## src/rtl/pipe_rate_change_ctrl_pkg.sv

```systemverilog
// Shared PIPE rate-change definitions: FSM encoding, generation limits and the
// gen -> Rate / PCLKRate encodings that mainLTSSM also uses.
package pcie_rate_defs;

  localparam logic [2:0] GEN_MIN     = 3'd1;
  localparam logic [2:0] GEN_MAX_ABS = 3'd5;

  localparam logic [2:0] ST_IDLE_ENC    = 3'd0;
  localparam logic [2:0] ST_QUIESCE_ENC = 3'd1;
  localparam logic [2:0] ST_RATE_ENC    = 3'd2;
  localparam logic [2:0] ST_ACK_ENC     = 3'd3;
  localparam logic [2:0] ST_DONE_ENC    = 3'd4;
  localparam logic [2:0] ST_ABORT_ENC   = 3'd5;

  typedef enum logic [2:0] {
    ST_IDLE    = ST_IDLE_ENC,
    ST_QUIESCE = ST_QUIESCE_ENC,
    ST_RATE    = ST_RATE_ENC,
    ST_ACK     = ST_ACK_ENC,
    ST_DONE    = ST_DONE_ENC,
    ST_ABORT   = ST_ABORT_ENC
  } rcState_e;

  function automatic logic [3:0] genToRate(input logic [2:0] gen);
    return {1'b0, gen - 3'd1};
  endfunction

  function automatic logic [4:0] genToPclkRate(input logic [2:0] gen);
    return {2'b00, gen - 3'd1};
  endfunction

  function automatic logic genInRange(input logic [2:0] gen, input logic [2:0] maxGen);
    return (gen >= GEN_MIN) && (gen <= maxGen) && (gen <= GEN_MAX_ABS);
  endfunction

endpackage

```

## src/rtl/pipe_rate_change_ctrl_lane_status_collector.sv

```systemverilog
// Sticky per-lane PhyStatus collection with a masked "every active lane seen" compare.
module lane_status_collector #(
  parameter int LANESNUMBER = 16
) (
  input  logic                   pclk,
  input  logic                   reset_n,
  input  logic                   clear,
  input  logic [LANESNUMBER-1:0] phyStatus,
  input  logic [LANESNUMBER-1:0] laneMask,
  output logic                   allSeen
);

  logic [LANESNUMBER-1:0] phySeen;

  // Sticky OR of PhyStatus; held at zero while clear is asserted
  always_ff @(posedge pclk) begin
    if (!reset_n) begin
      phySeen <= {LANESNUMBER{1'b0}};
    end else if (clear) begin
      phySeen <= {LANESNUMBER{1'b0}};
    end else begin
      phySeen <= phySeen | phyStatus;
    end
  end

  // Current-cycle PhyStatus counts too, so a zero mask completes immediately
  assign allSeen = ((phySeen | phyStatus) & laneMask) == laneMask;

endmodule

```

## src/rtl/pipe_rate_change_ctrl.sv

```systemverilog
// PIPE rate / PCLK change sequencer: quiesce TX, drive Rate/PCLKRate, run the
// PclkChangeOk/Ack handshake, collect PhyStatus and report done or error.
module pipe_rate_change_ctrl
  import pcie_rate_defs::*;
#(
  parameter int LANESNUMBER    = 16,
  parameter int MAX_GEN        = 1,
  parameter int TIMEOUT_CYCLES = 1024
) (
  input  logic                   pclk,
  input  logic                   reset_n,
  input  logic                   req_valid,
  input  logic [2:0]             req_gen,
  input  logic [LANESNUMBER-1:0] lane_mask,
  output logic                   req_ready,
  output logic                   done,
  output logic                   error,
  output logic [2:0]             cur_gen,
  output logic                   elec_idle_req,
  input  logic                   elec_idle_ack,
  output logic [3:0]             Rate,
  output logic [4:0]             PCLKRate,
  output logic                   PclkChangeAck,
  input  logic                   PclkChangeOk,
  input  logic [LANESNUMBER-1:0] PhyStatus
);

  localparam logic [15:0] TMO_LAST  = 16'(TIMEOUT_CYCLES - 1);
  localparam logic [2:0]  MAX_GEN_L = 3'(MAX_GEN);

  rcState_e               state;
  logic [15:0]            tmoCnt;
  logic [2:0]             tgtGen;
  logic [LANESNUMBER-1:0] maskQ;
  logic                   allSeen;
  logic                   tmoHit;

  assign tmoHit = (tmoCnt == TMO_LAST);

  // Collector is held clear outside ACK, so it starts empty on every ACK entry
  lane_status_collector #(.LANESNUMBER(LANESNUMBER)) uCollector (
    .pclk      (pclk),
    .reset_n   (reset_n),
    .clear     (state != ST_ACK),
    .phyStatus (PhyStatus),
    .laneMask  (maskQ),
    .allSeen   (allSeen)
  );

  // Sequencer FSM with registered outputs; exit conditions are tested before timeout
  always_ff @(posedge pclk) begin
    if (!reset_n) begin
      state         <= ST_IDLE;
      tmoCnt        <= 16'd0;
      tgtGen        <= 3'd0;
      maskQ         <= {LANESNUMBER{1'b0}};
      req_ready     <= 1'b1;
      done          <= 1'b0;
      error         <= 1'b0;
      cur_gen       <= 3'd1;
      elec_idle_req <= 1'b0;
      Rate          <= 4'd0;
      PCLKRate      <= 5'd0;
      PclkChangeAck <= 1'b0;
    end else begin
      done   <= 1'b0;
      error  <= 1'b0;
      tmoCnt <= tmoCnt + 16'd1;
      case (state)
        ST_IDLE: begin
          tmoCnt <= 16'd0;
          if (req_valid) begin
            tgtGen    <= req_gen;
            maskQ     <= lane_mask;
            req_ready <= 1'b0;
            if (!genInRange(req_gen, MAX_GEN_L)) begin
              state    <= ST_ABORT;
              Rate     <= genToRate(cur_gen);
              PCLKRate <= genToPclkRate(cur_gen);
            end else if (req_gen == cur_gen) begin
              state <= ST_DONE;
            end else begin
              state         <= ST_QUIESCE;
              elec_idle_req <= 1'b1;
            end
          end else begin
            state <= ST_IDLE;
          end
        end
        ST_QUIESCE: begin
          if (elec_idle_ack) begin
            state    <= ST_RATE;
            tmoCnt   <= 16'd0;
            Rate     <= genToRate(tgtGen);
            PCLKRate <= genToPclkRate(tgtGen);
          end else if (tmoHit) begin
            state    <= ST_ABORT;
            tmoCnt   <= 16'd0;
            Rate     <= genToRate(cur_gen);
            PCLKRate <= genToPclkRate(cur_gen);
          end else begin
            state <= ST_QUIESCE;
          end
        end
        ST_RATE: begin
          if (PclkChangeOk) begin
            state         <= ST_ACK;
            tmoCnt        <= 16'd0;
            PclkChangeAck <= 1'b1;
          end else if (tmoHit) begin
            state    <= ST_ABORT;
            tmoCnt   <= 16'd0;
            Rate     <= genToRate(cur_gen);
            PCLKRate <= genToPclkRate(cur_gen);
          end else begin
            state <= ST_RATE;
          end
        end
        ST_ACK: begin
          if (allSeen) begin
            state         <= ST_DONE;
            tmoCnt        <= 16'd0;
            PclkChangeAck <= 1'b0;
          end else if (tmoHit) begin
            state         <= ST_ABORT;
            tmoCnt        <= 16'd0;
            PclkChangeAck <= 1'b0;
            Rate          <= genToRate(cur_gen);
            PCLKRate      <= genToPclkRate(cur_gen);
          end else begin
            state <= ST_ACK;
          end
        end
        ST_DONE: begin
          state         <= ST_IDLE;
          tmoCnt        <= 16'd0;
          done          <= 1'b1;
          cur_gen       <= tgtGen;
          req_ready     <= 1'b1;
          elec_idle_req <= 1'b0;
        end
        ST_ABORT: begin
          state         <= ST_IDLE;
          tmoCnt        <= 16'd0;
          error         <= 1'b1;
          req_ready     <= 1'b1;
          elec_idle_req <= 1'b0;
        end
        default: begin
          state         <= ST_IDLE;
          tmoCnt        <= 16'd0;
          req_ready     <= 1'b1;
          elec_idle_req <= 1'b0;
          PclkChangeAck <= 1'b0;
        end
      endcase
    end
  end

endmodule

```

## config.mk

```make
export PLATFORM = sky130hd
export DESIGN_NAME = pipe_rate_change_ctrl
export DESIGN_NICKNAME = d
export VERILOG_FILES = /design/src/rtl/pipe_rate_change_ctrl_pkg.sv /design/src/rtl/pipe_rate_change_ctrl_lane_status_collector.sv /design/src/rtl/pipe_rate_change_ctrl.sv
export SDC_FILE = /design/constraint.sdc
export NUM_CORES = 1
export LEC_CHECK = 0
export CAP_MARGIN = 20
export CELL_PAD_IN_SITES_DETAIL_PLACEMENT = 1
export CELL_PAD_IN_SITES_GLOBAL_PLACEMENT = 2
export CORE_MARGIN = 2
export CORE_UTILIZATION = 32
export DETAILED_ROUTE_END_ITERATION = 8
export GPL_TIMING_DRIVEN = 0
export PLACE_DENSITY_LB_ADDON = 0.2
export RECOVER_POWER = 50
export SLEW_MARGIN = 5
export SYNTH_ARGS = -nofsm -noshare
export SYNTH_HDL_FRONTEND = slang
export SYNTH_SLANG_ARGS = --single-unit
```

## constraint.sdc

```tcl
create_clock -name pclk -period 3.8 [get_ports pclk]
set_input_delay 0.57 -clock pclk [delete_from_list [all_inputs] [get_ports pclk]]
set_output_delay 0.57 -clock pclk [all_outputs]
set_load 0.1 [all_outputs]
```

==> key figures <==
Hold path
  – Startpoint of the worst hold path: Rate[3]
  – Worst Hold Class: reg2reg

Floorplanning
  – Die Area: 10,300 µm²
  – Cell Rows: 35
  – Ports: 57
  – Core area: 9240 µm²
  – Initial Util: 32.9%
  – Width of the chip: 101 µm
  – Die Ht: 101 µm

Place
  – Area after DPL: 3760 µm²
  – Gpl congestion: 0.773
  – Hpwl dp: about 6100 µm
  – I/O Buffers: 56

Clock network
  – Hold Buf Count CTS: 0
  – CTS root buffer: clkbuf_8
  – CTS buffer count: 9
  – Num Clock Sinks: 71
  – Worst skew pair latency: 340 ps
  – H-tree depth: 3
  – CTS tree: done
  – # Post-CTS Setup Buffers: 0
  – CTS max path bufs: 2
  – Post_cts resized: 0
  – Reg clk slew, reported paths: 80 ps

Setup path
  – Arr. time, crit path: about 3400 ps
  – R2R Path Start: maskQ[7]
  – Largest stage delay, worst path: 770 ps
  – Critical path required time: 4030 ps
  – Setup crit start kind: input pin
  – WS Path Type: in2reg
  – WP buf/inv: 2
  – Crit end category: register
  – Critical Path Source: PhyStatus[7]
  – Cells along the critical path: clkdlybuf4s50_1, nor3b_1, a2111oi_0, nand4_1, a21oi_1, buf_2, nor3_1
  – Critical Path Fanout Max: 10
  – CP top delay family: compound AO/OA/AOI/OAI gates
  – Critical-path top delay cell: a2111oi_0

Timing
  – Max Clock Skew: slightly below 7 ps
  – Final Hold Vio Count: 0
  – Tmin final: 3170 ps
  – RSZ-0062 raised after global routing: no
  – Post-Route Setup TNS: 0 ps
  – Max Transition Viols Final: 0
  – Fmax: between 300 and 400 MHz
  – Final setup fails: 0
  – Period utilization: 83.4%
  – Slew Limit Headroom: 32.2%
  – Worst slew pin tran: about 1000 ps

Logic synthesis
  – Async set-reset flop share out of synthesis: 0%
  – Mean post-synth cell area: 8.46 µm²
  – Fraction of the mapped netlist area in adder cells: 1.24%
  – Post-synth cell types: 40
  – Largest family of logic cells by synthesized area: simple AND/OR/NAND/NOR gates
  – Synth top area share: 46.8%
  – Area leader, netlist: dfxtp_1
  – Area share of and/or/nand/nor cells after synthesis: 27.8%
  – Main synth FF type: dfxtp_1
  – FF+latch count, synth: 71
  – Sequential fraction of the synthesis area: 46.8%
  – Yosys warnings: 0
  – Cells after Synth: about 360
  – Number of enable flip-flop cells after synthesis: 0
  – Mux contribution to synthesized area: less than 1%
  – Synth Area in Compound Gates: 15.3%
  – Synth top area cells: dfxtp_1, nand2_1, nor2_1, a21boi_1, nor3b_1
  – Synth Area in XOR/XNOR: 4.62%
  – Netlist Area Pre-Place: 3040 µm²
  – Post-synthesis net count: 402

Cells and area
  – Combined area of the multi-input logic cells: between 1500 and 2000 µm²
  – # fillers: 1,112
  – Share of cells above drive strength 1: 6.28%
  – NumNets Final: 469
  – Ant. Diodes: 0
  – Commonest non-fill, non-tap cell in the layout: dfxtp_1
  – Commonest cells after routing, fill and taps aside: dfxtp_1, nand2_1, nor2_1
  – Area grow syn2layout: 30.7%
  – Final instance area: about 4000 µm²
  – Sequential cell area: 1420 µm²

Global routing
  – First-pass GRT wire length: 13,600 µm
  – Initial antenna violation count: 0
  – Total track usage: 17.0%
  – Vias in the first global route: approximately 2.8k
  – Largest net degree at the start of global routing: 13
  – GR Overflow Total: 0

Job
  – MaxCap Viol Count: 0

Power and ir drop
  – Power Density: 446 nW/µm²
  – Worst vdd ir: ~180 µV
  – LEAKAGE: about 0.0014 µW

Routing
  – Drt pass-1 iters: 4
  – Avg Vias per Cell: between 4 and 5
  – Post-DRT Antenna Nets: 0
  – Drc violations: 0
  – Via count: 2,716
  – Final wirelength: ~8100 µm
  – Initial detailed-routing violation count: 69
  – Avg WL per Cell: 14.5 µm

Status
  – Status: finished clean
==> flip-flops by register name, indices dropped and copies added, names as in the netlist <==
name and flops:
Rate 4, maskQ 16, uCollector.phySeen 16, state 3, PclkChangeAck 1, req_ready 1
tgtGen 3, cur_gen 3, error 1, PCLKRate 5, elec_idle_req 1, tmoCnt 16
done 1
==> cell usage after synthesis, types with 5 or more instances <==
cell type  number
nand4_1         5
nor3b_1        15
inv_1           7
o22ai_1         6
nor2b_1         8
nor3_1         18
a21boi_1       20
dfxtp_1        71
xor2_1          9
nor2_1         45
nand2_1        62
o21ai_0        11
a211oi_1        5
nand3_1         9
xnor2_1         7
clkbuf_1       11
==> through the flow <==
| stage | total power (µW) | utilization, % | setup slack (ps) | cells | hold WS, ps |
|---|---|---|---|---|---|
| floorplan | 1020 | - | 1660 | 359 | 420 |
| global placement | 1140 | 40.7 | 264 | 544 | 418 |
| detailed placement | 1140 | 40.7 | 346 | 544 | 427 |
| CTS | 1800 | 42.9 | 695 | 559 | 439 |
| global route | 1860 | 42.9 | 364 | 559 | 450 |
| finish | 1770 | 42.9 | 632 | 559 | 432 |
==> cells by family (layout without fill, tap and decap cells) <==
kind of cell,after synthesis,in the layout
simple gates,176,176
flops,71,71
compound gates,66,66
buf+inv,25,96
xor+xnor,16,16
fa+ha+maj,3,3
mux,2,2
==> report_power, final <==
| part | switching (µW) | internal, µW | total, µW |
|---|---|---|---|
| logic | 213 | 113 | 326 |
| clock network | 288 | 365 | 653 |
| registers | 16.9 | 774 | 791 |
| total | 518 | 1250 | 1770 |
==> per-layer routing <==
metal,wire (µm),GRT usage [%]
met5,0,0
met4,76,3.22
met3,256,4.69
met2,3870,29.2
met1,3900,21.4
==> area by class of cell <==
class,count,share of cell area (%)
clock buffers,9,3.12
multi-input cells,263,38.0
flip-flops and latches,71,35.8
inverters,9,0.852
clock inverters,6,2.18
plain buffers,16,1.80
well taps,129,4.07
repair buffers,56,14.1
==> worst min-delay path: stages, from the launching register on <==
cell and delay (ps):
dfxtp_1 310, nand2_1 50, nor2_1 40
==> final timing paths <==
path / endpoint / slack, ps / cells past startpoint
min: Rate[3] / 430 / 2
max: tmoCnt[6] / 630 / 7
max reg2reg: tmoCnt[6] / 960 / 6
min reg2reg: Rate[3] / 430 / 2
Power figures use the tool's default switching activity.
